===== src/rtl/audio_sample_fetcher.sv =====
// audio_sample_fetcher: streams 16-bit PCM words from SDRAM into a
// prefetch FIFO and hands one sample to the codec per sample tick.
module audio_sample_fetcher #(
  parameter int FIFO_DEPTH = 8,
  parameter int ADDR_W     = 26
) (
  input  logic              clock_12,
  input  logic              reset_12_n,
  input  logic              enable,
  input  logic              loop,
  input  logic [ADDR_W-1:0] start_addr,
  input  logic [ADDR_W-1:0] end_addr,
  output logic [ADDR_W-1:0] address,
  output logic              request,
  input  logic              done,
  input  logic [15:0]       readdata,
  input  logic              sample_tick,
  output logic [15:0]       sample_out,
  output logic              sample_valid,
  output logic              underrun,
  output logic              playing
);
  localparam int PW = $clog2(FIFO_DEPTH);
  localparam logic [PW:0] FULL = (PW+1)'(FIFO_DEPTH);
  localparam logic [ADDR_W-1:0] EVEN = ~ADDR_W'(1);

  typedef enum logic [2:0] {
    IDLE, REQ, LAST, DRAIN, ABORT
  } state_t;

  state_t state, state_d;

  logic              enable_q;
  logic [ADDR_W-1:0] start_q, end_q, cur_addr;
  logic [ADDR_W-1:0] start_d, end_d, cur_d, addr_d;
  logic [ADDR_W-1:0] s_even, e_even;
  logic              req_d, play_d, flush;
  logic              push, pop, starve;

  logic [15:0]   mem [FIFO_DEPTH];
  logic [PW-1:0] wr_ptr, rd_ptr;
  logic [PW:0]   count, count_next;

  assign s_even = start_addr & EVEN;
  assign e_even = end_addr & EVEN;

  // data of a read finished after enable fell is dropped here
  assign push   = (state == REQ || state == LAST)
                  && request && done && enable;
  assign pop    = sample_tick && playing && (count != '0);
  assign starve = sample_tick && playing && (count == '0);

  always_comb begin
    count_next = count;
    if (push && !pop) count_next = count + (PW+1)'(1);
    else if (pop && !push) count_next = count - (PW+1)'(1);
  end

  always_comb begin
    state_d = state;
    start_d = start_q;
    end_d   = end_q;
    cur_d   = cur_addr;
    addr_d  = address;
    req_d   = request;
    play_d  = playing;
    flush   = 1'b0;
    unique case (state)
      IDLE: begin
        if (enable && !enable_q) begin
          start_d = s_even;
          end_d   = e_even;
          cur_d   = s_even;
          addr_d  = s_even;
          req_d   = 1'b1;
          play_d  = 1'b1;
          state_d = (s_even >= e_even) ? LAST : REQ;
        end
      end
      REQ, LAST: begin
        if (!enable) begin
          play_d = 1'b0;
          if (request && !done) begin
            state_d = ABORT;
          end else begin
            req_d   = 1'b0;
            flush   = 1'b1;
            state_d = IDLE;
          end
        end else if (request) begin
          if (done) begin
            req_d = 1'b0;
            if (state == LAST) begin
              if (loop) begin
                cur_d   = start_q;
                state_d = REQ;
              end else begin
                state_d = DRAIN;
              end
            end else begin
              cur_d = cur_addr + ADDR_W'(2);
            end
          end
        end else if (count < FULL) begin
          req_d  = 1'b1;
          addr_d = cur_addr;
          if (cur_addr >= end_q) state_d = LAST;
        end
      end
      DRAIN: begin
        if (!enable || count_next == '0) begin
          play_d  = 1'b0;
          flush   = !enable;
          state_d = IDLE;
        end
      end
      ABORT: begin
        if (done) begin
          req_d   = 1'b0;
          flush   = 1'b1;
          state_d = IDLE;
        end
      end
      default: state_d = IDLE;
    endcase
  end

  always_ff @(posedge clock_12 or negedge reset_12_n) begin
    if (!reset_12_n) begin
      state        <= IDLE;
      enable_q     <= 1'b0;
      start_q      <= '0;
      end_q        <= '0;
      cur_addr     <= '0;
      address      <= '0;
      request      <= 1'b0;
      playing      <= 1'b0;
      wr_ptr       <= '0;
      rd_ptr       <= '0;
      count        <= '0;
      sample_out   <= '0;
      sample_valid <= 1'b0;
      underrun     <= 1'b0;
    end else begin
      state        <= state_d;
      enable_q     <= enable;
      start_q      <= start_d;
      end_q        <= end_d;
      cur_addr     <= cur_d;
      address      <= addr_d;
      request      <= req_d;
      playing      <= play_d;
      sample_valid <= pop;
      underrun     <= starve;
      if (pop) sample_out <= mem[rd_ptr];
      else if (starve) sample_out <= '0;
      if (flush) begin
        wr_ptr <= '0;
        rd_ptr <= '0;
        count  <= '0;
      end else begin
        if (push) wr_ptr <= wr_ptr + PW'(1);
        if (pop) rd_ptr <= rd_ptr + PW'(1);
        count <= count_next;
      end
    end
  end

  always_ff @(posedge clock_12) begin
    if (push) mem[wr_ptr] <= readdata;
  end

  a_no_overflow: assert property (
    @(posedge clock_12) disable iff (!reset_12_n)
    !(push && count == FULL));

endmodule


===== config.mk =====
export PLATFORM = sky130hd
export DESIGN_NAME = audio_sample_fetcher
export DESIGN_NICKNAME = d
export VERILOG_FILES = /design/src/rtl/audio_sample_fetcher.sv
export SDC_FILE = /design/constraint.sdc
export NUM_CORES = 1
export LEC_CHECK = 0
export CAP_MARGIN = 15
export CORE_ASPECT_RATIO = 1.2
export CORE_MARGIN = 4
export CORE_UTILIZATION = 55
export DETAILED_ROUTE_END_ITERATION = 10
export PLACE_DENSITY = 0.77
export REMOVE_ABC_BUFFERS = 1
export SLEW_MARGIN = 20
export SYNTH_ARGS = -nofsm -noshare
export SYNTH_HDL_FRONTEND = slang
export SYNTH_SLANG_ARGS = --single-unit
export TNS_END_PERCENT = 50

===== constraint.sdc =====
create_clock -name clock_12 -period 4.4 [get_ports clock_12]
set_input_delay 0.44 -clock clock_12 [delete_from_list [all_inputs] [get_ports clock_12]]
set_output_delay 0.44 -clock clock_12 [all_outputs]
set_load 0.03 [all_outputs]

==> reports/qor.yml, run 1 <==
status: "completed"
critical_path.max_fanout: 13
finalSetupViolCount: 0
worstPathArrival_ps: 3410
nets: 1292
min_period_over_period: 0.682
yosysWarnings: 0
synthCells: 1058
regArea_sq_mm: 0.00723
grt_max_degree: 102
start_util: 0.557
timing.slew.headroom: 0.314
drv_cap: 0
post_cts_buffers: 0
antenna_found_initial: 2
portBuffers: 117
io_pins: 120
place_congestion: 0.821
vdd_drop_max_v: 0.000472
crit_required_ps: 4800
worstMarginPinSlew_ps: 1030
grt.overflow.total: 0
power.leakage_nw: 5.80
area_growth_pct: 19.0
drcViolationCount: 0
cts_buffers: 26
antennaDiodeCount: 0
netlist_top_cells_area: "edfxtp_1 31%, dfrtp_1 27%, mux4_2 5.8%, ha_1 5.5%, nand2_1 4.5%"
fin_util: 0.663
grt_pass1_wl_um: 47800
min_period_ps: 3000
syn_avg_cell_area_sq_um: 11.8
cts_hold_buffers: 0
drive_gt1_frac: 0.115
netlist.area_leader.share: 0.308
place_area_sq_mm: 0.0139
power_density_mw_per_mm2: 648
synth-seq-cells: 263
crit_path_start_kind: "flop"
clock_latency_ps: 540
multi_input_area_sq_mm: 0.00484
tns_ps: 0
cts_sinks: 263
use_met3: 0.0401
core.rowCount: 60
track_usage: 0.235
met1_usage: 0.304
clock_skew_ps: 21.0
rsz0062_at_grt: "false"
fp.dieH_um: 173
h-tree-depth: 1
synth_edf_count: 128
ant_nets: 0
finalPower_w: 0.00962
clock_path_buffers: 3
root_buffer: "clkbuf_16"
report.final.hold_viol_count: 0
design_area_sq_mm: 0.0148
grt_busiest_layer: "met2"
fmax_mhz: 333
vias_per_cell: 5.95
die_x_um: 145
routed_wl_um: 29400
cts.clk_slew.worst_paths_ps: 60
final.fill_count: 1693
crit_type: "flop to flop"
drt_iter0_drc: 705
tritoncts: "done"
dr.pass1.iters: 5
yosys.area.top_type: "edfxtp_1"
worstHoldPathType: "input port to asynchronous set/reset pin"
synth_ff_type: "dfrtp_1"
slew_viol_final: 0
ys_seq_area_frac: 0.579
hpwlAfterDp_um: 19000
use_met2: 0.406
coreArea_sq_mm: 0.0224
ys_types: 63
synthesis.area_sq_mm: 0.0125
vias: 8704
die-area_sq_mm: 0.0251
drt-wirelength-per-cell_um: 20.1
grt_pass1_vias: 8926
async_flop_share: 0.513
critPathCaptureType: "flop"
cts-resized-gates: 0
## flip-flops by register name (all words and copies together), names as in the netlist, 4 cells and up
signal / count
start_q: 25
cur_addr: 25
count: 4
end_q: 25
sample_out: 16
mem: 128
address: 26
## kinds of logic (layout without fill, tap and decap cells)
kind of cell / after synthesis / in the layout / synth area share
AND/OR/NAND/NOR: 315 / 315 / 0.114
flip-flops: 263 / 263 / 0.579
AO/OA/AOI/OAI: 221 / 221 / 0.109
buffers and inverters: 116 / 241 / 0.0381
multiplexers: 77 / 77 / 0.0970
adder cells (fa/ha/maj): 55 / 55 / 0.0552
XOR/XNOR: 11 / 11 / 0.00773
## worst max-delay path, stage by stage, from the launching register on
cell and delay, ps:
dfrtp_1 530, xnor2_1 640, or2_1 420, a31oi_1 140
a2bb2oi_1 170, nor3_1 440, o311a_4 240, mux2_4 290
## final timing paths
kind | start | end | slack, ps | depth (start not counted)
min in group clock_12 | sample_out[4] | sample_out[4] | 480 | 2
max in group asynchronous | reset_12_n | cur_addr[11] | 3240 | 2
max reg2reg | state[1] | state[0] | 1400 | 7
min | reset_12_n | end_q[5] | 50 | 1
max | state[1] | state[0] | 1400 | 7
min reg2reg | sample_out[4] | sample_out[4] | 480 | 2
## power breakdown
part / internal (W) / switching, W / leakage (nW)
sequential: 0.00318 / 0.000561 / 2.81
combinational: 0.00149 / 0.00206 / 2.56
clock: 0.00138 / 0.000944 / 0.433
total: 0.00605 / 0.00356 / 5.80
## Yosys cell counts (11+ instances only)
| cell | instances |
|---|---|
| inv_1 | 60 |
| dfrtp_1 | 135 |
| mux2_2 | 26 |
| nand3_1 | 22 |
| o21ai_0 | 86 |
| edfxtp_1 | 128 |
| mux4_2 | 32 |
| clkbuf_1 | 39 |
| mux2i_1 | 18 |
| nor2_1 | 77 |
| nor3_1 | 11 |
| and3_1 | 12 |
| ha_1 | 55 |
| nand2_1 | 148 |
| a31oi_1 | 34 |
| a21oi_1 | 46 |
## layout make-up
type,instances,area share
flip-flops and latches,263,0.487
multi-input cells,679,0.327
repair buffers,133,0.0871
clock buffers,30,0.0449
well taps,279,0.0235
clock inverters,18,0.0155
inverters,60,0.0152
## layout by cell type, fill, tap and decap left out, types with 18 or more instances in the layout
| master | netlist | layout |
|---|---|---|
| mux4_2 | 32 | 32 |
| a21oi_1 | 46 | 46 |
| mux2i_1 | 18 | 18 |
| mux2_2 | 26 | 26 |
| a31oi_1 | 34 | 34 |
| clkbuf_16 | 0 | 26 |
| dfrtp_1 | 135 | 132 |
| ha_1 | 55 | 55 |
| clkdlybuf4s50_1 | 0 | 116 |
| edfxtp_1 | 128 | 128 |
| inv_1 | 60 | 60 |
| nor2_1 | 77 | 74 |
| nand3_1 | 22 | 22 |
| nand2_1 | 148 | 148 |
| o21ai_0 | 86 | 86 |
## routing by layer
| metal | vias to the layer above | routed length [um] |
|---|---|---|
| met2 | 324 | 14900 |
| met4 | 4 | 850 |
| met1 | 4231 | 11600 |
| met5 | - | 28 |
| met3 | 74 | 1940 |
| li1 | 4071 | - |
## through the flow
stage / hold WS, ps / instances / worst slack (ps)
floorplan: 144 / 1002 / 356
finish: 50.1 / 1462 / 1400
global route: 97.3 / 1462 / 1270
global placement: 465 / 1414 / 1260
detailed placement: 471 / 1414 / 1240
CTS: 84.6 / 1462 / 1420
No activity file was read; power rests on OpenSTA's default activity.
==> run 2, diff against run 1 <==
==> constraint.sdc (replaced) <==
create_clock -name clock_12 -period 3.1 [get_ports clock_12]
set_input_delay 0.31 -clock clock_12 [delete_from_list [all_inputs] [get_ports clock_12]]
set_output_delay 0.31 -clock clock_12 [all_outputs]
set_load 0.03 [all_outputs]
==> reports/qor.yml, run 2 (same netlist as run 1, synthesis figures left out) <==
tns_ps: 0  # unchanged
die_x_um: 145  # unchanged
min_period_over_period: 0.926  # +0.244
clock_latency_ps: 540  # about the same
cp_slowest_cell: "dfrtp_1"
largest_reg_flops: 128  # unchanged
drcViolationCount: 0  # unchanged
worstHoldPathType: "input port to asynchronous set/reset pin"
final_common_cell: "nand2_1"
critPathCaptureType: "flop"
root_buffer: "clkbuf_16"
path_delay_family: "simple AND/OR/NAND/NOR gates"
crit_path_start_kind: "flop"
io_pins: 120  # unchanged
cts.clk_slew.worst_paths_ps: 70  # about the same
top_register: "mem"
finalSetupViolCount: 0  # unchanged
hpwlAfterDp_um: 19900  # +5.0%
track_usage: 0.241  # +0.00599
nets: 1317  # +1.9%
place_congestion: 0.863  # +5.0%
critical_path.max_fanout: 6  # -7
portBuffers: 117  # unchanged
cts_sinks: 263  # unchanged
h-tree-depth: 1  # unchanged
start_util: 0.557  # unchanged
ant_nets: 0  # unchanged
worstPathArrival_ps: 3300  # -110 ps
timing.slew.headroom: 0.417  # +0.102
coreArea_sq_mm: 0.0224  # unchanged
finalPower_w: 0.0140  # +46%
final.fill_count: 1635  # -3.4%
drt_iter0_drc: 669  # -5.1%
clock_skew_ps: 12.6  # -8.45 ps
min_period_ps: 2870  # -129 ps
slew_viol_final: 0  # unchanged
top_regs: "mem x128, address x26"
tritoncts: "done"
most-common-layout-cells: "148 x nand2_1, 134 x dfrtp_1, 128 x edfxtp_1, 116 x clkdlybuf4s50_1, 86 x o21ai_0"
fmax_mhz: 348  # +4.5%
grt.overflow.total: 0  # unchanged
crit_chain: "inv_1 > ha_1 > or3b_4 > a211o_4 > o22ai_2 > xor2_1 > nor3_1 > o311a_4 > mux2_4"
clock_path_buffers: 3  # unchanged
drt-wirelength-per-cell_um: 20.3  # +0.92%
vdd_drop_max_v: 0.000603  # +28%
slowest_delay_ps: 450  # -190 ps
core.rowCount: 60  # unchanged
report.final.hold_viol_count: 0  # unchanged
routed_wl_um: 30100  # +2.6%
drv_cap: 0  # unchanged
die-area_sq_mm: 0.0251  # unchanged
critPathBufInv: 1  # +1
antennaDiodeCount: 0  # unchanged
cts_buffers: 26  # unchanged
status: "completed"
crit_type: "flop to flop"
antenna_found_initial: 2  # unchanged
power.leakage_nw: 5.97  # +2.8%
vias: 8842  # +1.6%
drive_gt1_frac: 0.135  # +0.0200
area_growth_pct: 21.0
grt_pass1_vias: 9064  # +1.5%
rsz0062_at_grt: "false"
power_density_mw_per_mm2: 930  # +43%
fp.dieH_um: 173  # unchanged
crit_required_ps: 3530  # -1270 ps
grt_pass1_wl_um: 49000  # +2.5%
grt_max_degree: 77  # -25%
vias_per_cell: 5.95  # -0.12%
post_cts_buffers: 0  # unchanged
worstMarginPinSlew_ps: 875  # -154 ps
dr.pass1.iters: 5  # unchanged
-- run 2: area by class of cell --
type / instances / area, sq um / area share
clock buffers: 30 / 676 / 0.0448
clock inverters: 18 / 284 / 0.0188
inverters: 60 / 225 / 0.0149
multi-input cells: 679 / 4820 / 0.319
flip-flops and latches: 263 / 7220 / 0.479
well taps: 279 / 349 / 0.0231
repair buffers: 158 / 1510 / 0.100
-- run 2: path summary, 6_finish.rpt --
kind | slack (ps) | cells past startpoint | from | end
max | 230 | 9 | count[0] | state[0]
min | 350 | 2 | reset_12_n | end_q[5]
max reg2reg | 230 | 9 | count[0] | state[0]
min reg2reg | 480 | 2 | sample_out[14] | sample_out[14]
max in group asynchronous | 1990 | 3 | reset_12_n | address[7]
min in group clock_12 | 360 | 3 | end_addr[4] | end_q[4]
-- run 2: power breakdown --
| part | switching, W | leakage [nW] | internal [W] | total, W |
|---|---|---|---|---|
| Combinational | 0.00310 | 2.70 | 0.00221 | 0.00531 |
| Clock | 0.00137 | 0.457 | 0.00215 | 0.00352 |
| Sequential | 0.000690 | 2.81 | 0.00451 | 0.00520 |
| Total | 0.00515 | 5.97 | 0.00888 | 0.0140 |
-- run 2: routing by layer --
layer,vias up,global-route usage,part of all wire
met3,58,0.0372,0.057
met4,4,0.0689,0.026
met5,-,0,0.0011
met2,314,0.426,0.52
met1,4339,0.310,0.40
li1,4127,-,-
-- run 2: repair_timing --
item / in CTS / in global routing
resized for setup: 0 / 0
hold buffers: 1 / 0
endpoints found under the hold margin: 60 / 0
-- run 2: metrics by stage --
stage | setup slack, ps | instance area [sq um] | hold WS, ps | utilization | instances
after floorplan | -944 | 12200 | 14.4 | - | 1002
after global placement | 266 | 14100 | 360 | 0.631 | 1438
after detailed placement | 231 | 14100 | 364 | 0.631 | 1438
after CTS | 250 | 15100 | 341 | 0.674 | 1487
after global routing | 127 | 15100 | 374 | 0.674 | 1487
final | 228 | 15100 | 346 | 0.674 | 1487
